[config.mk]
export PLATFORM = sky130hd
export DESIGN_NAME = pc_seq4_flat
export DESIGN_NICKNAME = d
export VERILOG_FILES = /design/src/rtl/pc_pkg.sv /design/src/rtl/pc_seq4_if.sv /design/src/rtl/pc_cmd_buf.sv /design/src/rtl/pc_seq4.sv /design/src/flat_wrapper.sv
export SDC_FILE = /design/constraint.sdc
export NUM_CORES = 1
export LEC_CHECK = 0
export CORE_ASPECT_RATIO = 0.9
export CORE_MARGIN = 4
export CORE_UTILIZATION = 50
export CTS_CLUSTER_DIAMETER = 120
export CTS_CLUSTER_SIZE = 16
export DETAILED_ROUTE_END_ITERATION = 10
export GPL_TIMING_DRIVEN = 0
export PLACE_DENSITY = 0.75
export SLEW_MARGIN = 20
export SYNTH_ARGS = -nofsm -noshare
export SYNTH_HDL_FRONTEND = slang
export SYNTH_HIERARCHICAL = 1
export SYNTH_SLANG_ARGS = --single-unit
[constraint.sdc]
create_clock -name clk -period 2.4 [get_ports clk]
set_input_delay 0.48 -clock clk [delete_from_list [all_inputs] [get_ports clk]]
set_output_delay 0.48 -clock clk [all_outputs]
set_load 0.05 [all_outputs]
[src/rtl/pc_pkg.sv]
// Shared command/state encodings and the command priority helper for pc_seq4.
package pc_pkg;

    typedef logic [1:0] cmd_t;
    localparam cmd_t CMD_NONE = 2'd0;
    localparam cmd_t CMD_INC  = 2'd1;
    localparam cmd_t CMD_LOAD = 2'd2;

    typedef logic [1:0] state_t;
    localparam state_t ST_IDLE  = 2'd0;
    localparam state_t ST_RUN   = 2'd1;
    localparam state_t ST_STALL = 2'd2;

    // load wins over inc when both are requested in the same cycle
    function automatic cmd_t encode_cmd(input logic load, input logic inc);
        if (load)     return CMD_LOAD;
        else if (inc) return CMD_INC;
        else          return CMD_NONE;
    endfunction

    function automatic cmd_t pick_cmd(input cmd_t cur, input cmd_t pend);
        if (cur == CMD_LOAD)       return CMD_LOAD;
        else if (pend == CMD_LOAD) return CMD_LOAD;
        else if (cur == CMD_INC)   return CMD_INC;
        else if (pend == CMD_INC)  return CMD_INC;
        else                       return CMD_NONE;
    endfunction

endpackage

[src/rtl/pc_seq4_if.sv]
// Command/handshake bundle between the upstream sequencer and pc_seq4.
// The wrap flag exists only when PC_WRAP_FLAG_EN is defined.
interface pc_seq4_if #(parameter int WIDTH = 4);
    logic             load;
    logic [WIDTH-1:0] in;
    logic             inc;
    logic             ready;
    logic             valid;
    logic [WIDTH-1:0] out;
`ifdef PC_WRAP_FLAG_EN
    logic             wrap;
`endif

    modport master (
        output load, in, inc, ready,
`ifdef PC_WRAP_FLAG_EN
        input  wrap,
`endif
        input  valid, out
    );

    modport slave (
        input  load, in, inc, ready,
`ifdef PC_WRAP_FLAG_EN
        output wrap,
`endif
        output valid, out
    );
endinterface

[src/rtl/pc_cmd_buf.sv]
// One-entry pending command register: a load overwrites anything, an inc never
// displaces a pending load, and clear empties the entry.
module pc_cmd_buf
    import pc_pkg::*;
#(
    parameter int WIDTH = 4
) (
    input  logic             clk,
    input  logic             rst,
    input  logic             wr_en,
    input  cmd_t             cmd,
    input  logic [WIDTH-1:0] tgt,
    input  logic             clear,
    output cmd_t             pend_kind,
    output logic [WIDTH-1:0] pend_tgt
);

    cmd_t             kind_q, kind_d;
    logic [WIDTH-1:0] tgt_q,  tgt_d;

    always_comb begin
        // NOTE: defaults first so every path assigns the _d signals and no latch is inferred.
        kind_d = kind_q;
        tgt_d  = tgt_q;
        if (clear) begin
            kind_d = CMD_NONE;
        end else if (wr_en) begin
            if (cmd == CMD_LOAD) begin
                kind_d = CMD_LOAD;
                tgt_d  = tgt;
            end else if (cmd == CMD_INC && kind_q != CMD_LOAD) begin
                kind_d = CMD_INC;
            end
        end
    end

    // NOTE: state registers use non-blocking assignments so all flops update together.
    always_ff @(posedge clk or posedge rst) begin
        if (rst) begin
            kind_q <= CMD_NONE;
            tgt_q  <= '0;
        end else begin
            kind_q <= kind_d;
            tgt_q  <= tgt_d;
        end
    end

    assign pend_kind = kind_q;
    assign pend_tgt  = tgt_q;

endmodule

[src/rtl/pc_seq4.sv]
// 4-bit program counter with valid/ready presentation and a one-entry command buffer.
// Optional one-cycle wrap pulse on increment overflow when PC_WRAP_FLAG_EN is defined.
module pc_seq4
    import pc_pkg::*;
#(
    parameter int               WIDTH   = 4,
    parameter logic [WIDTH-1:0] RST_VAL = '0
) (
    input  logic         clk,
    input  logic         rst,
    pc_seq4_if.slave     bus
);

    state_t           state_q, state_d;
    logic [WIDTH-1:0] out_q,   out_d;
    cmd_t             cur_cmd, eff_cmd, pend_kind;
    logic [WIDTH-1:0] pend_tgt;
    logic             apply;

    assign cur_cmd = encode_cmd(bus.load, bus.inc);
    assign apply   = (state_q != ST_IDLE) && bus.ready;
    assign eff_cmd = pick_cmd(cur_cmd, pend_kind);

    // commands arriving on any cycle without an update are parked in the buffer
    pc_cmd_buf #(.WIDTH(WIDTH)) u_cmd_buf (
        .clk       (clk),
        .rst       (rst),
        .wr_en     (!apply),
        .cmd       (cur_cmd),
        .tgt       (bus.in),
        .clear     (apply),
        .pend_kind (pend_kind),
        .pend_tgt  (pend_tgt)
    );

    always_comb begin
        state_d = state_q;
        case (state_q)
            ST_IDLE:  state_d = ST_RUN;
            ST_RUN:   state_d = bus.ready ? ST_RUN : ST_STALL;
            ST_STALL: state_d = bus.ready ? ST_RUN : ST_STALL;
            default:  state_d = ST_IDLE;
        endcase
    end

    always_comb begin
        out_d = out_q;
        if (apply) begin
            case (eff_cmd)
                CMD_LOAD: out_d = (cur_cmd == CMD_LOAD) ? bus.in : pend_tgt;
                CMD_INC:  out_d = out_q + 1'b1;
                default:  out_d = out_q;
            endcase
        end
    end

    always_ff @(posedge clk or posedge rst) begin
        if (rst) begin
            state_q <= ST_IDLE;
            out_q   <= RST_VAL;
        end else begin
            state_q <= state_d;
            out_q   <= out_d;
        end
    end

    assign bus.valid = (state_q != ST_IDLE);
    assign bus.out   = out_q;

`ifdef PC_WRAP_FLAG_EN
    logic wrap_q, wrap_d;

    assign wrap_d = apply && (eff_cmd == CMD_INC) && (out_q == {WIDTH{1'b1}});

    always_ff @(posedge clk or posedge rst) begin
        if (rst) wrap_q <= 1'b0;
        else     wrap_q <= wrap_d;
    end

    assign bus.wrap = wrap_q;
`endif

endmodule

[src/flat_wrapper.sv]
// flat-port wrapper written by rule: the top's interface ports become plain ports
module pc_seq4_flat import pc_pkg::*;
#(
    parameter int               WIDTH   = 4,
    parameter logic [WIDTH-1:0] RST_VAL = '0
)
  (clk, rst, bus_load, bus_in, bus_inc, bus_ready, bus_valid, bus_out);
  pc_seq4_if #(.WIDTH(WIDTH)) bus_i ();
  input  logic clk;
  input  logic rst;
  input wire logic [$bits(bus_i.load)-1:0] bus_load;
  input wire logic [$bits(bus_i.in)-1:0] bus_in;
  input wire logic [$bits(bus_i.inc)-1:0] bus_inc;
  input wire logic [$bits(bus_i.ready)-1:0] bus_ready;
  output wire logic [$bits(bus_i.valid)-1:0] bus_valid;
  output wire logic [$bits(bus_i.out)-1:0] bus_out;
  assign bus_i.load = bus_load;
  assign bus_i.in = bus_in;
  assign bus_i.inc = bus_inc;
  assign bus_i.ready = bus_ready;
  assign bus_valid = bus_i.valid;
  assign bus_out = bus_i.out;
  pc_seq4 #(.WIDTH(WIDTH), .RST_VAL(RST_VAL)) u_core (.clk(clk), .rst(rst), .bus(bus_i));
endmodule
==> impl_metrics.tcl <==
set metrics [dict create \
    start_util 0.527 \
    whs_ns 0.451 \
    synth.avg_cell_area_um2 10.7 \
    layout-drive-gt1-share 0.216 \
    synth_top_family_by_area "simple AND/OR/NAND/NOR gates" \
    status "finished, final reports clean" \
    critPathBufInv 2 \
    min_period_ns 2.30 \
    nets 102 \
    finClkSkew_ns 0.00118 \
    place_ws_ns -0.181 \
    setup_viol 0 \
    max_cap_violations 0 \
    root_buffer "clkbuf_4" \
    fmax_ghz 0.435 \
    report.final.slew_viol_count 0 \
    placed_area_um2 912 \
    rows 13 \
    ys_seq_area_frac 0.393 \
    antenna_found_initial 0 \
    cp_slowest_cell "clkdlybuf4s50_1" \
    cts-buffers-inserted 3 \
    synth-compound-area-share 0.139 \
    fin_util 0.655 \
    portBuffers 13 \
    worstPathArrival_ns 2.46 \
    clkTransAtPathRegs_ns 0.08 \
    antenna_cells 0 \
    synth_warnings 6 \
    irDropWorstVdd_uv 824 \
    ff2ff_path_depth 6 \
    crit_chain "clkdlybuf4s50_1 -> inv_1 -> maj3_1 -> nor2_1 -> ha_1 -> nor3b_2 -> mux2_2" \
    worstPathRequired_ns 2.56 \
    p_leak_uw 0.000423 \
    avgViaCountPerCell 5.39 \
    core-area_um2 1450 \
    yosys_register_bits 12 \
    grt_overflow 0 \
    die_area_um2 2220 \
    worstMarginPinSlew_ns 0.494 \
    reg2reg_slack_ns 0.35 \
    cp-end-kind "register" \
    grt_pass1_vias 600 \
    drt-pass1-iter-count 3 \
    p_int_uw 669 \
    grtUsageTotal 0.152 \
    clk_latency_ns 0.27 \
    syn_inst 71 \
    dp_hpwl_um 1120 \
    wl_per_cell_um 14.1 \
    worstHoldPathType "input port to asynchronous set/reset pin" \
    io_pins 14 \
    relSlewSlack 0.670 \
    path_max_fanout 5 \
    clk_path_buf_depth 2 \
    final_cell_count_no_fill 103 \
    swShare 0.419 \
    slowest_delay_ns 0.47 \
    fin_ws_ns 0.0988 \
    drc 0 \
    synth_fa_ha_area_frac 0.0787 \
    die_x_um 49.2 \
    post_cts_buffers 0 \
    synthMuxAreaShare 0.149 \
    rsz0062_at_grt "no" \
    crit_family "adder cells" \
    cts_hold_buf 0 \
    r2r_start "u_core/u_cmd_buf/pend_kind[0]" \
    final_area_um2 948 \
    gp_congestion 0.786 \
    finalHoldViolCount 0 \
    dr.first_iter.drc_count 11 \
    worstSetupStartpointType "input port" \
    p_per_area_nw_per_um2 1210 \
    power.switching_uw 482 \
    totalWireLength_um 1450 \
    regToRegEndpoint "u_core/bus.out[1]" \
    syn2layout_area_growth_pct 24.3 \
    fillers 123 \
    final.period_utilization 0.959 \
    grt_pass1_wl_um 2520 \
    vias 555 \
    numClockSinks 12 \
    postRouteAntennaNets 0 \
    fp.dieH_um 45.1 \
    synth_xor_area_frac 0 \
    htreeDepth 1 \
    cts_tree "built" \
    comb_power_share 0.539 \
    synth.distinct_cells 30 \
    placed_cells 99 \
    synthesis.area_um2 763 \
    path_class "input port to register" \
    synth_simple_gate_area_frac 0.179 \
    syn_nets 84 \
    clockPowerShare 0.140 \
    p_seq_frac 0.321 \
    cts_resized 0 \
    grt_max_degree 11 \
]
[synthesized netlist by cell type (all sizes together)]
library cell | number | area, um2
dfrtp | 12 | 300
inv | 10 | 37.5
mux2 | 7 | 93.8
a21oi | 5 | 28.8
ha | 4 | 50.1
nand2 | 4 | 15.0
nor2 | 3 | 11.3
mux2i | 2 | 20.0
nand2b | 2 | 12.5
nand3 | 2 | 10.0
nand3b | 2 | 15.0
nor3b | 2 | 20.0
o21ai | 2 | 10.0
a2111oi | 1 | 15.0
a211oi | 1 | 7.51
a2bb2oi | 1 | 15.0
and3b | 1 | 8.76
and4b | 1 | 10.0
and4bb | 1 | 16.3
buf | 1 | 5.00
clkbuf | 1 | 3.75
maj3 | 1 | 10.0
nor2b | 1 | 6.26
o21bai | 1 | 7.51
o22ai | 1 | 6.26
o311ai | 1 | 16.3
or3b | 1 | 11.3
[layer usage]
layer,vias up,share of wire,global-route usage
met5,-,0,0
met4,0,0.0083,0.0341
li1,281,-,-
met3,2,0.052,0.0660
met1,261,0.45,0.172
met2,11,0.49,0.270
[logic make-up (layout without fill, tap and decap cells)]
group | Yosys count | in the layout
buf+inv | 12 | 29
simple gates | 20 | 20
compound gates | 13 | 13
flops | 12 | 12
mux | 9 | 9
fa+ha+maj | 5 | 5
[layout by cell type, fill, tap and decap left out, drive strengths merged, types with 2 or more instances in the layout]
cell type,n
a21oi,5
clkbuf,5
clkdlybuf4s50,13
dfrtp,12
ha,4
inv,10
mux2,7
mux2i,2
nand2,4
nand2b,2
nand3,2
nand3b,2
nor2,3
nor3b,2
o21ai,2
[worst register-to-register path, stage by stage (launching register included)]
cell and delay [ns]:
dfrtp_1 0.39, inv_1 0.07, maj3_1 0.35, nor2_1 0.10, ha_1 0.26, nor3b_2 0.37
mux2_2 0.38
[per-stage QoR]
step	setup TNS, ns	power [uW]
after floorplan	0	823
after global placement	-0.160	973
after detailed placement	-0.307	994
after CTS	0	1160
after global routing	0	1230
final	0	1150
[state kept, by name, indices dropped and copies added, names as in the netlist]
signal                      count
u_core/u_cmd_buf/pend_tgt       4
u_core/u_cmd_buf/pend_kind      2
u_core/bus.out                  4
u_core/state_q                  2
[area by class of cell]
type                       instances  area, um2  area share
tap                               15       18.8      0.0198
inverter                          10       37.5      0.0396
multi-input combinational         47        417       0.439
sequential                        12        300       0.317
clock buffer                       4       36.3      0.0383
buffer                             2       8.76     0.00923
timing repair buffer              13        130       0.137
[power by group through the flow]
stage | clock network, uW | registers (uW) | logic, uW
floorplan | 0 | 472 | 351
global placement | 0 | 367 | 607
detailed placement | 0 | 374 | 619
CTS | 167 | 370 | 625
global route | 179 | 382 | 670
finish | 161 | 369 | 620
[worst max-delay path by stage]
stage | start | endpoint | slack (ns) | cells past startpoint
after global routing | bus_inc | u_core/bus.out[1] | 0.04 | 7
after CTS | u_core/state_q[0] | bus_valid | 0.11 | 4
after global placement | bus_inc | u_core/bus.out[1] | -0.13 | 7
after detailed placement | bus_inc | u_core/bus.out[1] | -0.18 | 7
after floorplan | bus_inc | u_core/bus.out[1] | 0.45 | 6
final | bus_inc | u_core/bus.out[1] | 0.1 | 7
(Power assumes the default switching activity.)
